`config.mk`:
```
export PLATFORM = sky130hd
export DESIGN_NAME = mem_arbiter
export DESIGN_NICKNAME = d
export VERILOG_FILES = /design/src/rtl/mem_arbiter.sv
export SDC_FILE = /design/constraint.sdc
export NUM_CORES = 1
export LEC_CHECK = 0
export ABC_AREA = 1
export BUFFER_PORTS_ARGS = -buffer_cell sky130_fd_sc_hd__buf_4
export CAP_MARGIN = 40
export CORE_UTILIZATION = 41
export DETAILED_ROUTE_END_ITERATION = 12
export GPL_TIMING_DRIVEN = 0
export PLACE_DENSITY_LB_ADDON = 0.2
export SKIP_LAST_GASP = 1
export SLEW_MARGIN = 10
export SYNTH_ARGS = -nofsm -noshare
export SYNTH_HDL_FRONTEND = slang
export SYNTH_SLANG_ARGS = --single-unit
export TNS_END_PERCENT = 1
```
`constraint.sdc`:
```
create_clock -name clk -period 1.9 [get_ports clk]
set_input_delay 0.19 -clock clk [delete_from_list [all_inputs] [get_ports clk]]
set_output_delay 0.19 -clock clk [all_outputs]
set_load 0.005 [all_outputs]
```
`src/rtl/mem_arbiter.sv`:
```
// mem_arbiter: round-robin req/ack arbiter sharing one 32x8 synchronous memory between two ports
module mem_arbiter #(
   parameter int ADDR_W = 5,
   parameter int DATA_W = 8
) (
   input  logic              clk,
   input  logic              rst,
   input  logic              req0,
   input  logic              req1,
   input  logic              we0,
   input  logic              we1,
   input  logic [ADDR_W-1:0] addr0,
   input  logic [ADDR_W-1:0] addr1,
   input  logic [DATA_W-1:0] wdata0,
   input  logic [DATA_W-1:0] wdata1,
   output logic              ack0,
   output logic              ack1,
   output logic [DATA_W-1:0] rdata0,
   output logic [DATA_W-1:0] rdata1,
   output logic [ADDR_W-1:0] mem_address,
   output logic [DATA_W-1:0] mem_writeData,
   output logic              mem_memRead,
   output logic              mem_memWrite,
   input  logic [DATA_W-1:0] mem_out,
   output logic              busy,
   output logic              grant
);
   typedef enum logic [1:0] {IDLE, ACCESS, CAPTURE, RESP} state_t;
   state_t state;
   logic last_grant, op_we, win, win_we;
   // winner: a lone requester wins, a tie goes to the port not served last
   always_comb begin
      win = (req0 & req1) ? ~last_grant : req1;
      win_we = win ? we1 : we0;
   end
   // arbitration FSM with registered memory controls, acks and read data
   always_ff @(posedge clk or negedge rst) begin
      if (!rst) begin
         state <= IDLE;
         last_grant <= 1'b1;
         op_we <= 1'b0;
         grant <= 1'b0;
         busy <= 1'b0;
         ack0 <= 1'b0;
         ack1 <= 1'b0;
         rdata0 <= '0;
         rdata1 <= '0;
         mem_address <= '0;
         mem_writeData <= '0;
         mem_memRead <= 1'b0;
         mem_memWrite <= 1'b0;
      end else begin
         case (state)
            IDLE: if (req0 | req1) begin
               state <= ACCESS;
               busy <= 1'b1;
               grant <= win;
               last_grant <= win;
               op_we <= win_we;
               mem_address <= win ? addr1 : addr0;
               mem_writeData <= win ? wdata1 : wdata0;
               mem_memRead <= ~win_we;
               mem_memWrite <= win_we;
            end
            ACCESS: begin
               state <= CAPTURE;
               mem_memRead <= 1'b0;
               mem_memWrite <= 1'b0;
            end
            CAPTURE: begin
               state <= RESP;
               ack0 <= ~grant;
               ack1 <= grant;
               if (!op_we && !grant) rdata0 <= mem_out;
               if (!op_we && grant) rdata1 <= mem_out;
            end
            default: begin
               state <= IDLE;
               busy <= 1'b0;
               ack0 <= 1'b0;
               ack1 <= 1'b0;
            end
         endcase
      end
   end
endmodule

```
==> results of run 1 <==
[state kept, by name (all words and copies together), names as in the netlist]
signal / flops
ack1: 1
state: 2
mem_memRead: 1
rdata1: 8
mem_writeData: 8
rdata0: 8
ack0: 1
last_grant: 1
busy: 1
op_we: 1
mem_address: 5
mem_memWrite: 1
grant: 1
[through the flow]
step	total power, mW	instance area (sq um)	instances	setup WS (ps)
detailed placement	3.18	2390	337	415
CTS	3.87	2510	345	403
finish	3.82	2510	345	413
global placement	3.14	2390	337	404
floorplan	2.34	1780	213	639
global route	4.18	2510	345	243
[metal layers]
metal,up-vias,share of wire [%]
met4,0,0.86
met1,705,46
li1,821,-
met2,56,46
met5,-,0
met3,6,7.6
[power groups by stage]
stage               combinational (mW)  sequential [mW]  clock, mW
floorplan                        0.855             1.49          0
global placement                  1.66             1.48          0
detailed placement                1.71             1.47          0
CTS                               1.71             1.47      0.680
global route                      1.94             1.53      0.713
finish                            1.68             1.47      0.665
[worst max-delay path, cell delays in order, from the launching register on]
cell,delay (ps)
dfrtp_1,410
inv_1,110
ha_1,220
nand3_1,250
buf_2,270
nand2_1,70
o21ai_1,50
[worst max-delay path by stage]
stage,slack (ps),endpoint,start
4_1_cts,400,rdata1[5]$_DFFE_PN0P_,state[0]$_DFFE_PN0P_
5_1_grt,240,rdata1[6]$_DFFE_PN0P_,state[0]$_DFFE_PN0P_
2_1_floorplan,640,rdata1[5]$_DFFE_PN0P_,state[0]$_DFFE_PN0P_
3_3_place_gp,400,rdata1[5]$_DFFE_PN0P_,state[0]$_DFFE_PN0P_
6_report,410,rdata1[5]$_DFFE_PN0P_,state[0]$_DFFE_PN0P_
3_5_place_dp,420,rdata1[5]$_DFFE_PN0P_,state[0]$_DFFE_PN0P_
[cell usage after synthesis, drive strengths merged]
| master | instances | area (sq um) |
|---|---|---|
| o21a | 1 | 7.51 |
| o21ai | 21 | 116 |
| o31ai | 2 | 15.0 |
| buf | 6 | 52.5 |
| nand2 | 114 | 445 |
| dfstp | 1 | 26.3 |
| ha | 4 | 50.1 |
| nand3 | 5 | 30.0 |
| dfrtp | 38 | 951 |
| nor2 | 2 | 7.51 |
| inv | 18 | 70.1 |
| a21oi | 1 | 5.00 |
[area by class of cell]
| cell class | count | area, sq um | share of cell area, % |
|---|---|---|---|
| Tap cell | 50 | 62.6 | 2.49 |
| Timing Repair Buffer | 75 | 566 | 22.5 |
| Multi-Input combinational cell | 150 | 677 | 27.0 |
| Sequential cell | 39 | 977 | 38.9 |
| Clock inverter | 2 | 37.5 | 1.49 |
| Buffer | 6 | 52.6 | 2.09 |
| Clock buffer | 5 | 68.8 | 2.74 |
| Inverter | 18 | 70.1 | 2.79 |
[timing repair]
item                                   CTS  global route
setup endpoints to repair                0             0
hold buffers                             1             0
endpoints found under the hold margin   38             0
[placed cells by master, fill, tap and decap left out]
master	count
buf_2	3
inv_1	14
clkbuf_8	5
nand2_2	4
o21ai_0	4
o21a_1	1
inv_2	3
buf_4	74
nand3_1	4
ha_1	4
o31ai_1	2
buf_8	1
inv_4	1
dlygate4sd3_1	1
nor2_1	2
dfrtp_1	38
buf_6	2
o21ai_4	1
dfstp_2	1
nand2_4	1
nand3_2	1
o21ai_1	16
bufinv_16	1
clkinvlp_4	1
nand2_1	109
a21oi_1	1
[cell families (layout without fill, tap and decap cells)]
group | Yosys count | in the layout | synth area share [%]
AND/OR/NAND/NOR | 121 | 121 | 27.2
AO/OA/AOI/OAI | 25 | 25 | 8.10
buffers and inverters | 24 | 106 | 6.90
flip-flops | 39 | 39 | 55.0
adder cells (fa/ha/maj) | 4 | 4 | 2.82
==> flow_summary_export.csv, run 1 <==
group,metric,value,unit
logic_synthesis,syn_nets,257,
floorplanning,io_pins,75,
pwr,power_leakage,1.42,nW
clock_tree,htree_levels,2,
flow_run,cap_violations,0,
route,vias,1588,
route,drt-pass1-iter-count,4,
pwr,ir_worst_vdd,681,uV
route,drc_errors,0,
floorplanning,die_area,0.00460,sq mm
worst_hold_path,hp-class,"primary input to register",
setup_path,cp.required,2080,ps
sta,period_minus_slack,1490,ps
worst_hold_path,hold_start,"mem_out[1]",
logic_synthesis,syn_area_per_cell,8.34,sq um
sta,finalCritPeriodShare,78.2,%
global_route,grt_first_pass_wirelength,6.45,mm
global_route,grt_start_max_net_pins,40,
global_route,grt_antenna_before_repair,0,
logic_synthesis,ys_warn_count,0,
setup_path,critPathLaunchType,"register",
sta,timing.fmax,0.673,GHz
clock_tree,cts_setup_buffers,0,
worst_hold_path,hold-path-endpoint,"rdata1[1]$_DFFE_PN0P_",
pwr,p_comb_share,44.1,%
setup_path,r2r_start,"state[0]$_DFFE_PN0P_",
pwr,power.share.switching,35.3,%
clock_tree,root_buffer,"clkbuf_8",
route,ant_nets,0,
finish,insertedDiodeCount,0,
pwr,p_clk_share,17.4,%
sta,worst_slew_pin_slew,481,ps
route,drtIter0Drc,74,
finish,final_util,61.5,%
finish,nFillCells,385,
route,wire_per_inst,11.5,microns
floorplanning,die_w,67.8,microns
global_route,grt_busiest_layer,"met2",
sta,relSlewSlack,67.9,%
clock_tree,cts_tree,"done",
floorplanning,die_h,67.8,microns
setup_path,rr_worst_depth,6,
global_route,grt_use_total,19.1,%
global_route,grt_use_met2,32.7,%
finish,syn2layout_area_growth,41.3,%
sta,setup_viol,0,
global_route,met3_usage,5.67,%
logic_synthesis,syn_inst,213,
setup_path,rr_endpoint,"rdata1[5]$_DFFE_PN0P_",
setup_path,rrSetupSlack,410,ps
logic_synthesis,synth.distinct_cells,21,
global_route,grt_util_met1,23.0,%
pwr,seqPwrFrac,38.5,%
clock_tree,clkTransAtPathRegs,80,ps
logic_synthesis,syn_area,0.00178,sq mm
global_route,grt_pass1_vias,1515,
sta,fin_hold_ws,161,ps
pwr,p_per_area,1520,mW/mm^2
clock_tree,cts.repair.resized,0,
pwr,power_switching,1.35,mW
place,portBuffers,74,
clock_tree,cts_num_sinks,39,
logic_synthesis,ys_seq_area_share,55.0,%
place,place_congestion,0.695,
floorplanning,core_area,0.00409,sq mm
sta,hold_viol,0,
sta,final.setup.tns,0,ps
worst_hold_path,hold-path-cell-count,3,
clock_tree,clockBufferDepth,2,
finish,layout-drive-gt1-share,33.6,%
sta,rsz0062_at_grt,"no",
outcome,outcome,"completed",
setup_path,critPathCaptureType,"register",
global_route,overflow,0,
pwr,p_int,2.47,mW
finish,fin_nets,339,
setup_path,worstPathMaxFanout,10,
floorplanning,core.rowCount,23,
clock_tree,worst_skew_pair.late_latency,290,ps
clock_tree,cts_made_buffers,5,
route,wl,3.96,mm
setup_path,cp_data_arrival_time,1660,ps
place,dp_hpwl,2.88,mm
floorplanning,initial_core_util,43.5,%
setup_path,path_class,"register to register",
logic_synthesis,ys_ff_latch,39,
route,viasPerCell,4.60,
sta,slew_violations,0,
sta,clock_skew,5.44,ps
Power figures use the tool's default switching activity.
==> inputs of run 2 (changes only) <==
--- a/config.mk
+++ b/config.mk
@@ -5,7 +5,7 @@
 export SDC_FILE = /design/constraint.sdc
 export NUM_CORES = 1
 export LEC_CHECK = 0
-export ABC_AREA = 1
+export ABC_AREA = 0
 export BUFFER_PORTS_ARGS = -buffer_cell sky130_fd_sc_hd__buf_4
 export CAP_MARGIN = 40
 export CORE_UTILIZATION = 41
==> constraint.sdc (replaced) <==
create_clock -name clk -period 1.3 [get_ports clk]
set_input_delay 0.13 -clock clk [delete_from_list [all_inputs] [get_ports clk]]
set_output_delay 0.13 -clock clk [all_outputs]
set_load 0.005 [all_outputs]
==> run 2 against run 1 <==
  * The flow now finishes with violations (setup timing)
  * Setup slack lost 570 ps
  * Sequential cell count is the same
  * Critical path depth shrank 1
  * Sequential power grew 50%
  * Sequential share of layout area shrank 1.5 points
  * Synthesized area shrank 4.7%
  * Largest cell class unchanged
  * Largest power group unchanged
  * Highest routed layer unchanged
==> flow_summary_export.csv, run 2 <==
group,metric,value,unit
sta,final.setup.tns,-3120,ps
worst_hold_path,hold-path-endpoint,"last_grant$_DFFE_PN1P_",
worst_hold_path,hold-path-cell-count,2,
pwr,p_clk_share,18.9,%
floorplanning,initial_core_util,44.6,%
clock_tree,worst_skew_pair.late_latency,290,ps
worst_hold_path,hold_start,"req0",
route,ant_nets,0,
finish,instances_no_fill,278,
setup_path,cp.required,1480,ps
logic_synthesis,synth_top_family_by_area,"multiplexers",
logic_synthesis,ys_seq_area_share,57.7,%
global_route,grt_start_max_net_pins,40,
logic_synthesis,synthSimpleGateAreaFrac,7.69,%
logic_synthesis,synth-xor-area-share,0,%
logic_synthesis,synthFlopType,"dfrtp_1",
sta,worst_slew_pin_slew,487,ps
setup_path,path_class,"register to register",
logic_synthesis,synthAdderAreaFrac,2.96,%
logic_synthesis,yosys.area.top_type_share,56.2,%
clock_tree,clkTransAtPathRegs,70,ps
finish,final_cell_area,0.00261,sq mm
place,placed_cell_area,0.00231,sq mm
global_route,grt_use_total,19.8,%
logic_synthesis,synth_top_cells_by_area,"dfrtp_1 (56%), mux2_2 (11%), mux2i_1 (8.3%)",
global_route,grt_first_pass_wirelength,6.38,mm
logic_synthesis,synth.top_cells.by_count,"dfrtp_1 (38), nand2_1 (18), mux2_2 (16)",
finish,final_cell_mix,"buf_4 (82), dfrtp_1 (38), nand2_1 (18)",
sta,slew_violations,0,
route,drtIter0Drc,74,
finish,syn2layout_area_growth,54.3,%
worst_hold_path,hp-class,"primary input to register",
setup_path,worstPathMaxFanout,8,
flow_run,cap_violations,0,
route,wire_per_inst,13.6,microns
finish,nFillCells,296,
logic_synthesis,yosys.area.top_type,"dfrtp_1",
place,place_congestion,0.728,
sta,clock_skew,1.53,ps
pwr,p_int,4.36,mW
logic_synthesis,synth_edf_count,0,
floorplanning,die_w,66.3,microns
floorplanning,die_h,66.3,microns
outcome,outcome,"finished with violations",
pwr,p_per_area,2400,mW/mm^2
floorplanning,die_area,0.00439,sq mm
finish,final_common_cell,"buf_4",
pwr,power_leakage,1.34,nW
outcome,violations,"setup timing",
logic_synthesis,syn_inst,139,
setup_path,r2r_start,"state[0]$_DFFE_PN0P_",
setup_path,critPathLaunchType,"register",
route,wl,3.78,mm
global_route,grt_antenna_before_repair,0,
pwr,p_total,6.28,mW
sta,finalCritPeriodShare,112,%
global_route,overflow,0,
setup_path,rr_worst_depth,5,
sta,layout_setup_ws,-154,ps
pwr,power_switching,1.92,mW
logic_synthesis,ys_ff_latch,39,
pwr,p_comb_share,46.1,%
route,vias,1363,
logic_synthesis,synth.distinct_cells,26,
logic_synthesis,syn_nets,183,
clock_tree,root_buffer,"clkbuf_8",
pwr,power.share.switching,30.6,%
clock_tree,cts_tree,"done",
sta,timing.fmax,0.688,GHz
logic_synthesis,ys_warn_count,0,
clock_tree,htree_levels,2,
pwr,ir_worst_vdd,1210,uV
clock_tree,cts_made_buffers,5,
setup_path,cp_data_arrival_time,1630,ps
setup_path,rr_endpoint,"rdata0[7]$_DFFE_PN0P_",
place,dp_cells,261,
floorplanning,core.rowCount,22,
sta,relSlewSlack,67.6,%
global_route,grt_pass1_vias,1384,
sta,period_minus_slack,1450,ps
route,drt-pass1-iter-count,3,
logic_synthesis,yosysMostFrequentCell,"dfrtp_1",
route,drc_errors,0,
sta,setup_viol,35,
logic_synthesis,async_reset_ff_share,100,%
logic_synthesis,syn_area_per_cell,12.2,sq um
finish,insertedDiodeCount,0,
sta,hold_viol,0,
place,dp_hpwl,2.69,mm
place,portBuffers,74,
logic_synthesis,synth_compound_area_share,9.53,%
finish,fin_nets,273,
logic_synthesis,syn_area,0.00169,sq mm
clock_tree,cts_num_sinks,39,
setup_path,rrSetupSlack,-150,ps
logic_synthesis,synth.area.mux_share,18.9,%
sta,rsz0062_at_grt,"yes",
finish,layout-drive-gt1-share,51.7,%
floorplanning,io_pins,75,
setup_path,critPathCaptureType,"register",
sta,fin_hold_ws,35.3,ps
route,viasPerCell,4.90,
clock_tree,clockBufferDepth,2,
finish,reg.largest.list,"mem_writeData: 8 flops, rdata0: 8 flops, rdata1: 8 flops",
floorplanning,core_area,0.00380,sq mm
pwr,seqPwrFrac,35.1,%
-- run 2: cell types whose count changed after synthesis, moves of 3 or more --
cell,change
nand2_1,-91
mux2_2,+16
mux2i_1,+14
inv_1,-9
o21ai_1,-6
o21ai_0,+5
nand2_2,-4
clkbuf_1,+3
inv_2,-3
nand3_1,-3
-- run 2: worst max path at each step --
stage | depth (start not counted) | from | end | slack [ps]
2_1_floorplan | 4 | state[0]$_DFFE_PN0P_ | rdata0[0]$_DFFE_PN0P_ | -200
3_3_place_gp | 7 | state[0]$_DFFE_PN0P_ | mem_memRead$_DFFE_PN0P_ | -410
3_5_place_dp | 7 | state[0]$_DFFE_PN0P_ | mem_memRead$_DFFE_PN0P_ | -490
4_1_cts | 5 | state[0]$_DFFE_PN0P_ | rdata0[7]$_DFFE_PN0P_ | -120
5_1_grt | 5 | state[0]$_DFFE_PN0P_ | rdata0[1]$_DFFE_PN0P_ | -210
6_report | 5 | state[0]$_DFFE_PN0P_ | rdata0[7]$_DFFE_PN0P_ | -150
-- run 2: area by class of cell --
cell class	count	area [sq um]	share of cell area (%)
sequential	39	977	37.4
multi-input combinational	89	714	27.3
timing repair buffer	83	638	24.4
clock buffer	5	68.8	2.63
clock inverter	3	67.6	2.59
buffer	6	67.6	2.59
tap	48	60.1	2.30
inverter	5	18.8	0.718
-- run 2: what timing repair did --
item | in CTS | in global routing
resized for setup | 24 | 0
gates cloned | 0 | 0
hold endpoints to repair | 38 | 0
pin swaps | 1 | 0
setup buffers | 8 | 0
endpoints found under the setup margin | 35 | 37
hold buffers | 1 | 0
-- run 2: power groups by stage --
stage | logic, mW | clock network (mW) | registers [mW]
finish | 2.89 | 1.19 | 2.20
global route | 3.21 | 1.28 | 2.26
CTS | 2.92 | 1.22 | 2.19
detailed placement | 2.45 | 0 | 2.21
global placement | 2.37 | 0 | 2.17
floorplan | 1.20 | 0 | 2.21
-- run 2: metrics by stage --
step / worst slack (ps) / utilization, %
after floorplan: -200 / -
after global placement: -410 / 60.8
after detailed placement: -489 / 60.8
after CTS: -116 / 68.8
after global routing: -209 / 68.8
final: -154 / 68.8
-- run 2: cell families (layout without fill, tap and decap cells) --
group	count (synthesis)	in the layout
flops	39	39
buf+inv	11	102
compound gates	28	28
fa+ha+maj	4	4
simple gates	27	27
mux	30	30
-- run 2: critical path, stage by stage (launching register included) --
cell	delay (ps)
dfrtp_1	400
inv_2	100
ha_4	140
nor3b_4	230
buf_12	170
mux2_4	300
-- run 2: layer usage --
metal / track usage (%) / share of wire (%)
met3: 6.55 / 7.7
met4: 6.38 / 1.5
met5: 0 / 0
met1: 24.1 / 42
met2: 32.9 / 48
